## src/rtl/seg_scan_ctrl.sv

```systemverilog
// Time-multiplexed common-anode 7-segment scan controller with a shared external
// hex decoder, brightness PWM, anti-ghost guard interval and frame-aligned display updates.
module seg_scan_ctrl #(
    parameter int NUM_DIGITS   = 4,
    parameter int SLOT_CYCLES  = 50000,
    parameter int GUARD_CYCLES = 500
) (
    input  logic                    clk,
    input  logic                    rst_n,
    input  logic                    load_valid,
    output logic                    load_ready,
    input  logic [4*NUM_DIGITS-1:0] load_data,
    input  logic [NUM_DIGITS-1:0]   blank_mask,
    input  logic [NUM_DIGITS-1:0]   dp_mask,
    input  logic                    lz_suppress,
    input  logic [3:0]              brightness,
    output logic [3:0]              nibble_out,
    input  logic [6:0]              seg_in,
    output logic [6:0]              seg_out,
    output logic                    dp_out,
    output logic [NUM_DIGITS-1:0]   an_out
);

    localparam int CMAX = (SLOT_CYCLES > GUARD_CYCLES) ? SLOT_CYCLES : GUARD_CYCLES;
    localparam int CW   = $clog2(CMAX);
    localparam int IW   = $clog2(NUM_DIGITS);
    localparam int PH   = SLOT_CYCLES / 16;
    localparam int DW   = 4 * NUM_DIGITS;

    typedef enum logic {
        GUARD,
        ON
    } state_t;

    state_t                state_q, state_d;
    logic [CW-1:0]         cnt_q, cnt_d;
    logic [IW-1:0]         idx_q, idx_d;
    logic [DW-1:0]         disp_q, disp_d;
    logic [DW-1:0]         pend_q, pend_d;
    logic                  full_q, full_d;
    logic [NUM_DIGITS-1:0] an_q, an_d;
    logic [6:0]            seg_q, seg_d;
    logic                  dp_q, dp_d;

    logic                  last_guard, last_on, boundary, blank;
    logic [NUM_DIGITS-1:0] upper_zero;
    logic [CW+3:0]         thr;

    assign load_ready = ~full_q;
    assign nibble_out = disp_q[{idx_q, 2'b00} +: 4];
    assign seg_out    = seg_q;
    assign dp_out     = dp_q;
    assign an_out     = an_q;

    // upper_zero[i]: digits NUM_DIGITS-1 down to i are all zero
    always_comb begin
        upper_zero = '0;
        for (int unsigned i = 0; i < NUM_DIGITS; i++) begin
            upper_zero[i] = ((disp_q >> (4 * i)) == '0);
        end
    end

    assign last_guard = (state_q == GUARD) && (cnt_q == CW'(GUARD_CYCLES - 1));
    assign last_on    = (state_q == ON) && (cnt_q == CW'(SLOT_CYCLES - 1));
    assign boundary   = last_on && (idx_q == IW'(NUM_DIGITS - 1));
    assign blank      = blank_mask[idx_q] | (lz_suppress & (idx_q != '0) & upper_zero[idx_q]);
    // phase < brightness  <=>  slot counter < brightness * (SLOT_CYCLES/16)
    assign thr        = (CW + 4)'(brightness) * (CW + 4)'(PH);

    always_comb begin
        state_d = state_q;
        cnt_d   = cnt_q + CW'(1);
        idx_d   = idx_q;
        disp_d  = disp_q;
        pend_d  = pend_q;
        full_d  = full_q;
        an_d    = '1;
        seg_d   = 7'h7F;
        dp_d    = 1'b1;

        case (state_q)
            GUARD: begin
                if (last_guard) begin
                    state_d = ON;
                    cnt_d   = '0;
                end
            end
            ON: begin
                if ({4'b0000, cnt_q} < thr) begin
                    an_d[idx_q] = 1'b0;
                end
                if (!blank) begin
                    seg_d = seg_in;
                    dp_d  = ~dp_mask[idx_q];
                end
                if (last_on) begin
                    state_d = GUARD;
                    cnt_d   = '0;
                    idx_d   = (idx_q == IW'(NUM_DIGITS - 1)) ? '0 : idx_q + IW'(1);
                end
            end
            default: state_d = GUARD;
        endcase

        // apply and accept are exclusive: accept needs pending empty, apply needs it full
        if (boundary && full_q) begin
            disp_d = pend_q;
            full_d = 1'b0;
        end else if (load_valid && !full_q) begin
            pend_d = load_data;
            full_d = 1'b1;
        end
    end

    always_ff @(posedge clk or negedge rst_n) begin
        if (!rst_n) begin
            state_q <= GUARD;
            cnt_q   <= '0;
            idx_q   <= '0;
            disp_q  <= '0;
            pend_q  <= '0;
            full_q  <= 1'b0;
            an_q    <= '1;
            seg_q   <= 7'h7F;
            dp_q    <= 1'b1;
        end else begin
            state_q <= state_d;
            cnt_q   <= cnt_d;
            idx_q   <= idx_d;
            disp_q  <= disp_d;
            pend_q  <= pend_d;
            full_q  <= full_d;
            an_q    <= an_d;
            seg_q   <= seg_d;
            dp_q    <= dp_d;
        end
    end

endmodule
```

## config.mk

```make
export PLATFORM = sky130hd
export DESIGN_NAME = seg_scan_ctrl
export DESIGN_NICKNAME = d
export VERILOG_FILES = /design/src/rtl/seg_scan_ctrl.sv
export SDC_FILE = /design/constraint.sdc
export NUM_CORES = 1
export LEC_CHECK = 0
export ABC_AREA = 1
export BUFFER_PORTS_ARGS = -buffer_cell sky130_fd_sc_hd__buf_2
export CAP_MARGIN = 20
export CORE_ASPECT_RATIO = 0.7
export CORE_UTILIZATION = 50
export CTS_BUF_LIST = sky130_fd_sc_hd__clkbuf_4 sky130_fd_sc_hd__clkbuf_8
export CTS_CLUSTER_SIZE = 25
export DETAILED_ROUTE_END_ITERATION = 6
export HOLD_SLACK_MARGIN = 0.12
export PLACE_DENSITY = 0.81
export SLEW_MARGIN = 20
export SYNTH_ARGS = -nofsm -noshare
export SYNTH_HDL_FRONTEND = slang
export SYNTH_SLANG_ARGS = --single-unit
```

## constraint.sdc

```tcl
create_clock -name clk -period 1.4 [get_ports clk]
set_input_delay 0.14 -clock clk [delete_from_list [all_inputs] [get_ports clk]]
set_output_delay 0.14 -clock clk [all_outputs]
set_load 0.05 [all_outputs]
```

==> impl_metrics.tcl <==
set metrics [dict create \
    status "complete, but fails checks" \
    violations "design-rule violations, negative setup slack" \
    synthTopCellsByArea "dfrtp_1 (32%), ha_1 (12%), nand2_1 (8.0%)" \
    synth_top_area_frac 0.3187 \
    setup_viol 51 \
    drt-total-wl_um 18910 \
    ff2ff_setup_slack_ns -0.35 \
    syn_inst 506 \
    pin_count 56 \
    required_ns 1.70 \
    hpwl_um 7921 \
    fmax_mhz 401.8 \
    antenna_found_initial 0 \
    synth_top_area_cell "dfrtp_1" \
    insertion_delay_ns 0.38 \
    peakVddDrop_uv 548.7 \
    worst-setup-path-type "input pin to flip-flop" \
    drt-initial-drc-count 763 \
    core-area_um2 7871 \
    clkTransAtPathRegs_ns 0.08 \
    die_h_um 77.60 \
    startpoint_type "input pin" \
    cts_tree "done" \
    period_share 1.778 \
    cts_buffers 9 \
    p_leak_nw 3.213 \
    mostFrequentLayoutCells "buf_4 (88), nand2_1 (66), inv_1 (57), nor2_1 (53), buf_2 (49)" \
    synth_nets 583 \
    via_count 4997 \
    grt_pass1_vias 4525 \
    endpoint_kind "flip-flop" \
    dr.pass1.iters 7 \
    via_per_inst 6.192 \
    slew_violations 0 \
    fin_nets 778 \
    hold_viol 0 \
    hold_path_depth 4 \
    maxCapViolations 0 \
    synth_seq_area_share 0.3960 \
    grt_max_degree 53 \
    rsz0062_at_grt "true" \
    timing.hold.ws_ns 0.1469 \
    drc 47 \
    grt_pass1_wl_um 23890 \
    gp_congestion 0.9007 \
    clockBufferDepth 2 \
    grt-ovfl-total 0 \
    yosys_warnings 0 \
    netlist_area_um2 4083 \
    ant_nets 0 \
    synth_ff_type "dfrtp_1" \
    finalClockSkew_ns 0.01227 \
    grt_use_total 0.3818 \
    fill_cells 363 \
    powerDensity_nw_per_um2 691.6 \
    areaGrowthSynthToFinish_pct 60.62 \
    rows 27 \
    worst_slew_pin_slew_ns 0.3899 \
    n_antenna_cell 0 \
    cts_htree_levels 3 \
    arrival_ns 2.78 \
    dp_slack_ns -1.390 \
    synth_cell_types 32 \
    synth_edf_count 0 \
    fin_ws_ns -1.089 \
    period_minus_slack_ns 2.489 \
    die_w_um 110.0 \
    min_path_type "input pin to flip-flop" \
    slew_headroom 0.7398 \
    drive_above_1_share 0.4717 \
    r2r-end "disp_q[10]" \
    crit_fanout 4 \
    min_from "dp_mask[0]" \
    r2r-start "cnt_q[14]" \
    async_flop_share 1.000 \
    syn_avg_cell_area_um2 8.069 \
    hold_end "dp_out" \
    wire_per_inst_um 23.43 \
    ys_ff_latch 64 \
    clock_sinks 64 \
    reg2regPathDepth 6 \
    dieArea_um2 8536 \
    io_buffers 55 \
    clock-root-buffer "clkbuf_8" \
    start_util 0.5187 \
    layout_commonest_cell "buf_4" \
]
timing repair:
item                                   CTS  global route
pin swaps                               38            35
setup endpoints to repair               46            52
gates cloned                             4             0
resized for setup                      100            74
endpoints found under the hold margin   88             0
hold buffers                            25             0
buffers inserted                        23            22
logic make-up (layout without fill, tap and decap cells):
logic type      Yosys count  in the layout  share of synthesized area
simple gates            234            234                     0.2605
compound gates           76             76                     0.1128
buf+inv                  76            276                    0.07570
flops                    64             64                     0.3960
fa+ha+maj                38             38                     0.1165
xor+xnor                 18             18                    0.03861
registers in the layout, summed over array words and instances, names as in the netlist:
signal,flops
cnt_q,16
full_q,1
dp_out,1
idx_q,2
seg_out,7
an_out,4
pend_q,16
disp_q,16
state_q,1
worst max path at each step:
stage / start / endpoint
finish: brightness[3] / an_out[2]
global route: brightness[3] / an_out[2]
CTS: brightness[1] / an_out[1]
detailed placement: brightness[2] / an_out[1]
global placement: brightness[1] / an_out[0]
floorplan: brightness[1] / an_out[0]
layout make-up:
| class | instances | area, um2 | area share |
|---|---|---|---|
| multi-input combinational | 366 | 2789 | 0.4253 |
| clock inverter | 7 | 55.05 | 0.008395 |
| clock buffer | 9 | 123.9 | 0.01889 |
| timing repair buffer | 192 | 1574 | 0.2400 |
| sequential | 64 | 1622 | 0.2473 |
| tap | 101 | 126.4 | 0.01927 |
| inverter | 68 | 267.8 | 0.04083 |
Yosys cell counts, types with 2 or more instances:
cell type and instances:
nand2_1 87, nor2_1 72, inv_1 66, dfrtp_1 52, ha_1 38, a21oi_1 27
nand3_1 26, o21ai_0 21, o21ai_2 16, nand2_2 15, xor2_1 13, dfstp_2 12
nand4_1 10, nand3b_1 9, nor3_1 8, o22ai_1 6, xnor2_1 5, buf_1 3
buf_6 3, clkbuf_1 2, nor2_2 2, nor2_4 2, o21bai_1 2
per-stage QoR:
stage          instances    util  setup TNS [ns]  total power, mW  instance area [um2]
2_1_floorplan        506       -          -4.571            2.389                 4248
3_3_place_gp         728  0.6584          -6.892            2.694                 5182
3_5_place_dp         728  0.6584          -9.357            2.722                 5182
4_1_cts              795  0.7935          -9.691            4.308                 6246
5_1_grt              807  0.8331          -19.19            4.691                 6558
6_report             807  0.8331          -15.59            4.535                 6558
metal layers:
layer	track usage	share of wire	vias to the layer above
li1	-	-	2024
met1	0.4938	0.36	2296
met2	0.5769	0.43	473
met3	0.1286	0.12	204
met4	0.1707	0.090	0
met5	0	0	-
critical path, stage by stage:
cell and delay [ns]:
buf_12 0.11, ha_4 0.16, xor2_2 0.14, ha_2 0.19
a21o_1 0.19, ha_4 0.19, a21oi_4 0.24, nand2_4 0.11
a21boi_4 0.22, xor2_2 0.17, ha_1 0.27, nand2_1 0.07
inv_1 0.04, o21bai_1 0.15, a21oi_1 0.10, nor2_2 0.17
nand3_1 0.11
power breakdown:
group / internal [mW] / total, mW / leakage [nW] / switching (mW)
Clock: 0.656 / 1.53 / 0.0862 / 0.879
Combinational: 0.497 / 1.08 / 2.35 / 0.580
Sequential: 1.90 / 1.92 / 0.774 / 0.0200
No activity file was read; power rests on OpenSTA's default activity.
